**config.mk**
```make
export PLATFORM = sky130hd
export DESIGN_NAME = interrupt_pending_unit
export DESIGN_NICKNAME = d
export VERILOG_FILES = /design/src/rtl/interrupt_pending_unit_pkg.sv /design/src/rtl/interrupt_pending_unit_capture_cell.sv /design/src/rtl/interrupt_pending_unit.sv
export SDC_FILE = /design/constraint.sdc
export NUM_CORES = 1
export LEC_CHECK = 0
export BUFFER_PORTS_ARGS = -buffer_cell sky130_fd_sc_hd__buf_2
export CAP_MARGIN = 0
export CORE_UTILIZATION = 58
export CTS_BUF_LIST = sky130_fd_sc_hd__clkbuf_2 sky130_fd_sc_hd__clkbuf_4 sky130_fd_sc_hd__clkbuf_8
export DETAILED_ROUTE_END_ITERATION = 6
export PLACE_DENSITY = 0.95
export SLEW_MARGIN = 20
export SYNTH_ARGS = -nofsm -noshare
export SYNTH_HDL_FRONTEND = slang
export SYNTH_SLANG_ARGS = --single-unit
```
**constraint.sdc**
```tcl
create_clock -name clk -period 1.58 [get_ports clk]
set_input_delay 0.237 -clock clk [delete_from_list [all_inputs] [get_ports clk]]
set_output_delay 0.237 -clock clk [all_outputs]
set_load 0.01 [all_outputs]
```
**src/rtl/interrupt_pending_unit_pkg.sv**
```systemverilog
// Shared interrupt constants used by the pending unit and the downstream priority encoder.
package interrupt_pending_unit_pkg;

   localparam int          IRQ_COUNT        = 32;
   localparam int          IRQ_INDEX_WIDTH  = 5;
   localparam logic        IRQ_MODE_LEVEL   = 1'b0;
   localparam logic        IRQ_MODE_EDGE    = 1'b1;
   localparam logic [31:0] MASK_RESET_VALUE = 32'h0;

   typedef logic [IRQ_COUNT-1:0] irq_vec_t;

   function automatic irq_vec_t irq_onehot(input logic [IRQ_INDEX_WIDTH-1:0] idx);
      return irq_vec_t'(1) << idx;
   endfunction

endpackage

```
**src/rtl/interrupt_pending_unit_capture_cell.sv**
```systemverilog
// One interrupt line: synchroniser chain, previous-sample flop and level/edge capture flop.
module interrupt_pending_unit_capture_cell
   import interrupt_pending_unit_pkg::*;
#(
   parameter int SYNC_STAGES = 2
) (
   input  logic clk,
   input  logic resetN,
   input  logic irq_i,
   input  logic edge_mode_i,
   input  logic ack_i,
   output logic captured_o
);

   logic [SYNC_STAGES-1:0] sync_q;
   logic                   prev_q;
   logic                   captured_q;
   logic                   captured_d;
   logic                   sync_bit;
   logic                   rise;

   assign sync_bit = sync_q[SYNC_STAGES-1];
   assign rise     = sync_bit & ~prev_q;

   // A new edge beats a simultaneous acknowledge so no request is lost.
   always_comb begin
      captured_d = captured_q;
      if (edge_mode_i == IRQ_MODE_LEVEL) begin
         captured_d = sync_bit;
      end else if (rise) begin
         captured_d = 1'b1;
      end else if (ack_i) begin
         captured_d = 1'b0;
      end
   end

   always_ff @(posedge clk) begin
      if (!resetN) begin
         sync_q     <= '0;
         prev_q     <= 1'b0;
         captured_q <= 1'b0;
      end else begin
         sync_q     <= {sync_q[SYNC_STAGES-2:0], irq_i};
         prev_q     <= sync_bit;
         captured_q <= captured_d;
      end
   end

   assign captured_o = captured_q;

endmodule

```
**src/rtl/interrupt_pending_unit.sv**
```systemverilog
// Interrupt pending unit: per-line capture, software mask, registered pending vector and request.
module interrupt_pending_unit
   import interrupt_pending_unit_pkg::*;
#(
   parameter int SYNC_STAGES = 2
) (
   input  logic                       clk,
   input  logic                       resetN,
   input  logic [IRQ_COUNT-1:0]       irqLines,
   input  logic [IRQ_COUNT-1:0]       edgeMode,
   input  logic                       maskWriteEnable,
   input  logic [IRQ_COUNT-1:0]       maskWriteData,
   input  logic                       ackValid,
   input  logic [IRQ_INDEX_WIDTH-1:0] ackIndex,
   output logic [IRQ_COUNT-1:0]       mask,
   output logic [IRQ_COUNT-1:0]       pendingSignals,
   output logic                       interruptRequest
);

   irq_vec_t ack_vec;
   irq_vec_t captured;
   irq_vec_t mask_q,    mask_d;
   irq_vec_t pending_q, pending_d;

   assign ack_vec = ackValid ? irq_onehot(ackIndex) : '0;

   for (genvar i = 0; i < IRQ_COUNT; i++) begin : g_cell
      interrupt_pending_unit_capture_cell #(
         .SYNC_STAGES (SYNC_STAGES)
      ) u_cell (
         .clk         (clk),
         .resetN      (resetN),
         .irq_i       (irqLines[i]),
         .edge_mode_i (edgeMode[i]),
         .ack_i       (ack_vec[i]),
         .captured_o  (captured[i])
      );
   end

   // Pending uses the mask as it stood before this edge, so a write shows one cycle later.
   always_comb begin
      mask_d    = maskWriteEnable ? maskWriteData : mask_q;
      pending_d = captured & mask_q;
   end

   always_ff @(posedge clk) begin
      if (!resetN) begin
         mask_q    <= MASK_RESET_VALUE;
         pending_q <= '0;
      end else begin
         mask_q    <= mask_d;
         pending_q <= pending_d;
      end
   end

   assign mask             = mask_q;
   assign pendingSignals   = pending_q;
   assign interruptRequest = |pending_q;

endmodule

```
; Yosys cells after proc, flatten, opt, wreduce, memory -nomap -nowiden
; Cells that the tools add are included.
[totals]
reg_bits = 192
in_bits = 105
[classes]
bitwise_logic = 65
eq_ne = 32
shifts = 1
muxes = 97
n_reduce_logical = 1
[ops]
columns = op, n
row1 = 2-to-1 mux 1 bit, 96
row2 = "inequality test 3 x 1 -> 1 bit, second input constant", 32
row3 = bitwise AND 1 bit, 32
row4 = bitwise AND 32 bit, 1
row5 = 2-to-1 mux 32 bit, 1
row6 = NOT 1 bit, 32
row7 = OR reduction 32 bit, 1
row8 = "<< shifter 1 x 5 -> 32 bit, first input constant", 1

; Depth between registers and ports, before layout
; Gate-level depths: netlist of the first run.
[depth]
ltp_word = 5
ltp_mapped = 5
mapped_depth_nobuf = 3

; Hierarchy
; A second synthesis of the first run with hierarchy kept.
[unflattened]
hier_cells = 555
area_unflattened_um2 = 6362.4
[by_module_without_submodules]
columns = module, cells_per_inst, n_inst, area_per_inst_um2
row1 = interrupt_pending_unit_capture_cell, 10, 32, 121.4
row2 = interrupt_pending_unit, 235, 1, 2478.6

; Worst setup path after synthesis of the first run
; OpenSTA, ideal clock, no wires.
[synth_path]
path_type = reg-to-output
startpoint = register pending_q[24] (netlist: pendingSignals[24])
endpoint = output interruptRequest
slack_ns = 0.338
path_stages_with_launch = 4
arrival_time_ns = 1.005
cell_sequence = dfxtp_1 -> nor4_1 -> nand4_1 -> or2_2
[synth_via]
elab_chain_cells = 1
[synth_rtl]
columns = item, line
row1 = from (decl), interrupt_pending_unit.sv:23  ; irq_vec_t pending_q, pending_d;
row2 = from (signal assigned), interrupt_pending_unit.sv:52  ; pending_q <= pending_d;
row3 = OR reduction 32 bit, interrupt_pending_unit.sv:58  ; assign interruptRequest = |pending_q;
row4 = to (decl), interrupt_pending_unit.sv:17  ; output logic interruptRequest
; No other way between the ends.

; Worst setup path after layout of the first run
[layout_path]
startpoint = register pending_q[0] (netlist: pendingSignals[0])
endpoint = output interruptRequest
; Same word-level chain as after synthesis.

==> results of run 1 <==
cell usage after synthesis:
cell	count
a21boi_0	4
a21o_1	28
a21oi_1	18
a31oi_1	10
a41o_1	4
and2_1	96
and2b_1	1
and3_1	32
and4_1	1
and4b_1	3
and4bb_2	2
buf_2	10
buf_4	6
clkbuf_1	13
clkbuf_2	2
dfxtp_1	192
mux2i_1	32
nand2_1	28
nand3_1	28
nand4_1	6
nor2_1	2
nor2_4	1
nor2b_1	36
nor2b_2	1
nor4_1	8
or2_2	1
logic make-up after synthesis:
group                  after synthesis  synth area share (%)
and+or+nand+nor                    246                  23.6
muxes                               32                  5.15
buffers and inverters               31                  2.48
AOI/OAI and AO/OA                   64                  6.97
DFF                                192                  61.8
flip-flops by register name, summed over array words and instances (netlist names):
signal	count
pendingSignals	32
mask	32
g_cell.u_cell.prev_q	32
g_cell.u_cell.sync_q	64
g_cell.u_cell.captured_o	32
layer usage:
layer	up-vias	routed length, µm
li1	2287	-
met1	2119	6300
met2	168	6750
met3	20	785
met4	0	260
met5	-	0
worst paths after layout:
check / startpoint / to / slack (ps)
worst max register to register: g_cell[20].u_cell.sync_q[1] / g_cell[20].u_cell.captured_o / 680
worst min-delay path: irqLines[0] / g_cell[0].u_cell.sync_q[0] / 20
worst max-delay path: pendingSignals[0] / interruptRequest / -300
worst min register to register: g_cell[0].u_cell.sync_q[0] / g_cell[0].u_cell.sync_q[1] / 440
worst reg2reg max path: cells and delay by family (launching register included):
kind | cells | cell delay (ps)
AND/OR/NAND/NOR | 1 | 140
flip-flops | 1 | 310
AO/OA/AOI/OAI | 2 | 350
area by class of cell:
| class | instances | area [µm²] |
|---|---|---|
| well taps | 136 | 170 |
| flip-flops and latches | 192 | 3850 |
| clock inverters | 9 | 158 |
| multi-input cells | 342 | 2230 |
| repair buffers | 202 | 1220 |
| clock buffers | 21 | 277 |
| fillers | 725 | 2470 |
what timing repair did:
item | CTS | global route
hold buffers | 26 | 0
endpoints found under the hold margin | 26 | 0
endpoints found under the setup margin | 1 | 1
pin swaps | 3 | 2
resized for setup | 5 | 1
buffers inserted | 0 | 0
where the power goes:
group	switching [mW]	internal, mW
Clock	1.58	1.83
Sequential	0.0875	5.02
Combinational	0.317	0.356
Total	1.98	7.21
metrics by stage:
stage                     setup TNS (ps)  utilization, %
after floorplan                        0               -
after global placement                 0            69.3
after detailed placement           -32.0            69.3
after CTS                           -347            76.2
after global routing                -394            76.2
final                               -298            76.2
==> flow_summary.yaml, run 1 <==
min_path:
  hold_depth: 2
  hold_path.class: "in -> reg"
route:
  ant_nets: 0
  post_drt_via_cell_ratio: 5.09
  post-route-drc-count: 0
  dr.first_iter.drc_count: 180
  wl_um: 14100
  wl_per_cell_um: 15.6
  first_pass_iters: 4
  vias: 4594
synthesis:
  ys_ff_latch: 192
  synth_cell_types: 26
  synth_area_leaders: "dfxtp_1 62%, and2_1 9.7%, mux2i_1 5.2%, nor2b_1 3.6%, a21o_1 3.4%"
  yosysSeqAreaShare_pct: 61.8
  synth_top_area_cell: "dfxtp_1"
  syn_avg_cell_area_um2: 11.0
  synthCells: 565
  yosys_warnings: 0
  yosysTopAreaCellShare_pct: 61.8
  synth_area_um2: 6210
  syn_nets: 670
sta:
  fin_skew_ps: 9.00
  hold-worst-slack_ps: 24.3
  setup_viol: 1
  rsz0062_at_grt: "true"
  slew_violations: 0
  relSlewSlack_pct: 72.3
  tightest_slew_ps: 416
  fin_crit_ps: 1880
  fin_ws_ps: -298
  fmax_ghz: 0.533
  period_share_pct: 119
  hold_violations: 0
setup_path:
  critPathMaxStageDelay_ps: 340
  cp.arrival_ps: 1640
  start_kind: "register"
  worstPathMaxFanout: 2
  path_cells: "nor4_4 -> nand4_1 -> or2_4 -> buf_6"
  worst-setup-path-type: "reg -> out"
  r2r_cells: 3
  critical_path_buf_inv_count: 1
  worstPathRequired_ps: 1340
  worstSetupPathDepth: 4
  critPathTopFamily: "simple AND/OR/NAND/NOR gates"
  cpMaxStageDelayCell: "dfxtp_2"
  cp-end-kind: "primary output"
layout:
  fin_nets: 860
  layout_common_cells: "190 x dfxtp_1, 167 x buf_2, 96 x and2_1"
  drive_gt1_share_pct: 27.9
  layout.cells.most_common: "dfxtp_1"
  syn_to_final_growth_pct: 27.2
  final_area_um2: 7900
  antenna_cells: 0
  fin_cells: 902
clock_network:
  htree_levels: 4
  path_clk_slew_ps: 90
  clock_latency_ps: 440
  cts_tree: "done"
  clockBufferDepth: 2
  numClockSinks: 192
  cts_root_buffer: "clkbuf_8"
  cts_inserted_buffers: 17
placed_design:
  dp_slack_ps: -32.0
  dp_hpwl_um: 10400
  routabilityCongestion: 0.848
  dp.cells: 846
  portBuffers: 169
  place_area_um2: 7180
global_routing:
  grt.met2_usage_pct: 42.9
  grt_pass1_wl_um: 21600
  antenna_found_initial: 1
  grt-busiest-layer: "met2"
  grt_max_degree: 57
  grt_util_all_layers_pct: 25.4
  first_global_vias: 4363
  gr-usage-met3_pct: 5.19
  grt_use_met1_pct: 32.1
  overflow: 0
die:
  die_w_um: 106
  top_level_ports: 170
  num_rows: 37
  dieHeight_um: 106
  coreArea_um2: 10400
  start_util_pct: 59.9
  dieArea_um2: 11100
pwr:
  p_leak_nw: 3.94
  p_total_mw: 9.19
  vdd_drop_max_mv: 0.694
  p_per_area_nw_per_um2: 1160
flow_run:
  maxCapViolCount: 0
status:
  failed_checks: "negative setup slack"
  outcome: "complete, but fails checks"
(Power assumes the default switching activity.)
==> inputs of run 2 (changes only) <==
Settings changed: ABC_AREA set to 1.
==> flow_summary.yaml, run 2 <==
setup_path:
  cp.arrival_ps: 1390
  reg2reg_from: "g_cell[15].u_cell.captured_o"
  worstPathRequired_ps: 1340
  startpoint: "pendingSignals[25]"
  cpMaxStageDelayCell: "dfxtp_1"
  critPathMaxStageDelay_ps: 330
  worstPathMaxFanout: 2
  cp-end-kind: "primary output"
  path_cells: "nor2_1 -> nand4_1 -> nor2_2 -> nand2_1 -> buf_2"
  worst-setup-path-type: "reg -> out"
  r2r_setup_slack_ps: 820
  start_kind: "register"
sta:
  relSlewSlack_pct: 74.2
  fin_skew_ps: 15.1
  period_share_pct: 103
  rsz0062_at_grt: "true"
  fin_crit_ps: 1630
  fin_ws_ps: -50.9
  hold_violations: 0
  setup_viol: 1
  tightest_slew_ps: 387
  fmax_ghz: 0.613
  slew_violations: 0
synthesis:
  yosysTopAreaCellShare_pct: 58.8
  syn_avg_cell_area_um2: 7.84
  synth_area_leaders: "dfxtp_1 59%, nand2_1 14%, inv_1 8.8%, nor2_1 4.6%, nand3_1 2.2%"
  syn_nets: 939
  yosysMostFrequentCell: "nand2_1"
  synthTopCellsByCount: "249 x nand2_1, 192 x dfxtp_1, 154 x inv_1"
  ys.flop_type: "dfxtp_1"
  yosysSeqAreaShare_pct: 58.8
  synthCells: 834
  synth_area_um2: 6540
  synth_cell_types: 18
  ys_ff_latch: 192
  synthArstFlopShare_pct: 0
  synth_top_area_cell: "dfxtp_1"
  yosys_warnings: 0
  synth-edff-count: 0
route:
  post_drt_via_cell_ratio: 4.71
  wl_per_cell_um: 12.7
  ant_nets: 0
  post-route-drc-count: 0
  wl_um: 15100
  dr.first_iter.drc_count: 459
  vias: 5601
  first_pass_iters: 5
layout:
  syn_to_final_growth_pct: 25.2
  nFillCells: 779
  fin_nets: 1141
  multi_input_area_um2: 1900
  regMostFlops: "g_cell.u_cell.sync_q"
  layout_common_cells: "249 x nand2_1, 190 x dfxtp_1, 168 x buf_2"
  regArea_um2: 3850
  antenna_cells: 0
  drive_gt1_share_pct: 20.9
  fin_cells: 1189
  largest_reg_flops: 64
  layout.cells.most_common: "nand2_1"
  final_util_pct: 75.2
die:
  start_util_pct: 60.1
  top_level_ports: 170
  dieHeight_um: 108
  die_w_um: 108
  num_rows: 38
  coreArea_um2: 10900
  dieArea_um2: 11700
flow_run:
  maxCapViolCount: 0
status:
  failed_checks: "negative setup slack"
  outcome: "complete, but fails checks"
placed_design:
  routabilityCongestion: 0.862
  portBuffers: 169
  dp_hpwl_um: 10600
  dp.cells: 1123
pwr:
  vdd_drop_max_mv: 0.632
  p_per_area_nw_per_um2: 1090
  p_total_mw: 8.92
  p_leak_nw: 4.49
clock_network:
  clock_latency_ps: 450
  path_clk_slew_ps: 110
  htree_levels: 4
  clockBufferDepth: 2
  numClockSinks: 192
  cts_inserted_buffers: 17
  cts_root_buffer: "clkbuf_8"
  post_cts_buffers: 0
  cts_tree: "done"
global_routing:
  overflow: 0
  grt_max_degree: 51
  grt_util_all_layers_pct: 26.4
  first_global_vias: 5240
  antenna_found_initial: 0
  grt_pass1_wl_um: 23600
min_path:
  min-delay-start: "maskWriteData[0]"
  hold_path.class: "in -> reg"
## run 2: changes by cell type in the layout (fill, tap and decap cells not counted), moves of 10 or more
cell     before  now
inv_1         0  154
and3_1       32   13
nor2b_1      36    0
nor2_1        2   78
o21ai_1       0   24
o21ai_0       0   22
mux2i_1      32    0
a21o_1       28    0
nand2_1      28  249
a31oi_1      10    0
and2_1       96    2
## run 2: stage by stage
step / hold slack (ps) / TNS, ps / setup WS, ps / cell area, µm²
finish: 23.0 / -50.9 / -50.9 / 8190
global route: 0.609 / -180 / -180 / 8190
CTS: 0.499 / -71.1 / -71.1 / 8170
detailed placement: 395 / 0 / 371 / 7450
global placement: 393 / 0 / 407 / 7450
floorplan: 335 / 0 / 610 / 6540
## run 2: what timing repair did
| action | 4_1_cts | 5_1_grt |
|---|---|---|
| endpoints found under the setup margin | 1 | 1 |
| pin swaps | 0 | 0 |
| resized for setup | 1 | 4 |
| hold buffers | 33 | 1 |
| endpoints found under the hold margin | 33 | 1 |
## run 2: worst paths after layout
kind | cells past startpoint | to
hold reg to reg | 2 | g_cell[29].u_cell.sync_q[1]
setup / recovery | 5 | interruptRequest
setup reg to reg | 4 | g_cell[15].u_cell.captured_o
hold / removal | 3 | mask[0]
## run 2: layer usage
layer / wire, µm / GRT usage [%]
met1: 6390 / 30.8
met2: 7410 / 47.1
met3: 1080 / 7.05
met4: 195 / 8.22
met5: 0 / 0
## run 2: logic make-up (layout without fill, tap and decap cells)
logic type / Yosys count / in the layout / synth area share [%]
compound gates: 70 / 70 / 5.36
simple gates: 386 / 386 / 23.6
flops: 192 / 192 / 58.8
buf+inv: 186 / 401 / 12.3
## run 2: where the power goes
| part | internal, mW | switching, mW |
|---|---|---|
| Combinational | 0.320 | 0.409 |
| Clock | 1.32 | 1.76 |
| Sequential | 5.03 | 0.0804 |
## run 2: layout make-up
class                   count  area share, %
flip-flops and latches    192           47.0
multi-input cells         456           23.2
repair buffers            213           15.7
inverters                 156           7.15
clock buffers              18           2.95
well taps                 140           2.14
clock inverters            14           1.80
## run 2: worst max-delay path: cells and delay by family (launching register included)
family	cells	cell delay (ps)
buffers and inverters	1	130
DFF	1	330
and+or+nand+nor	4	490
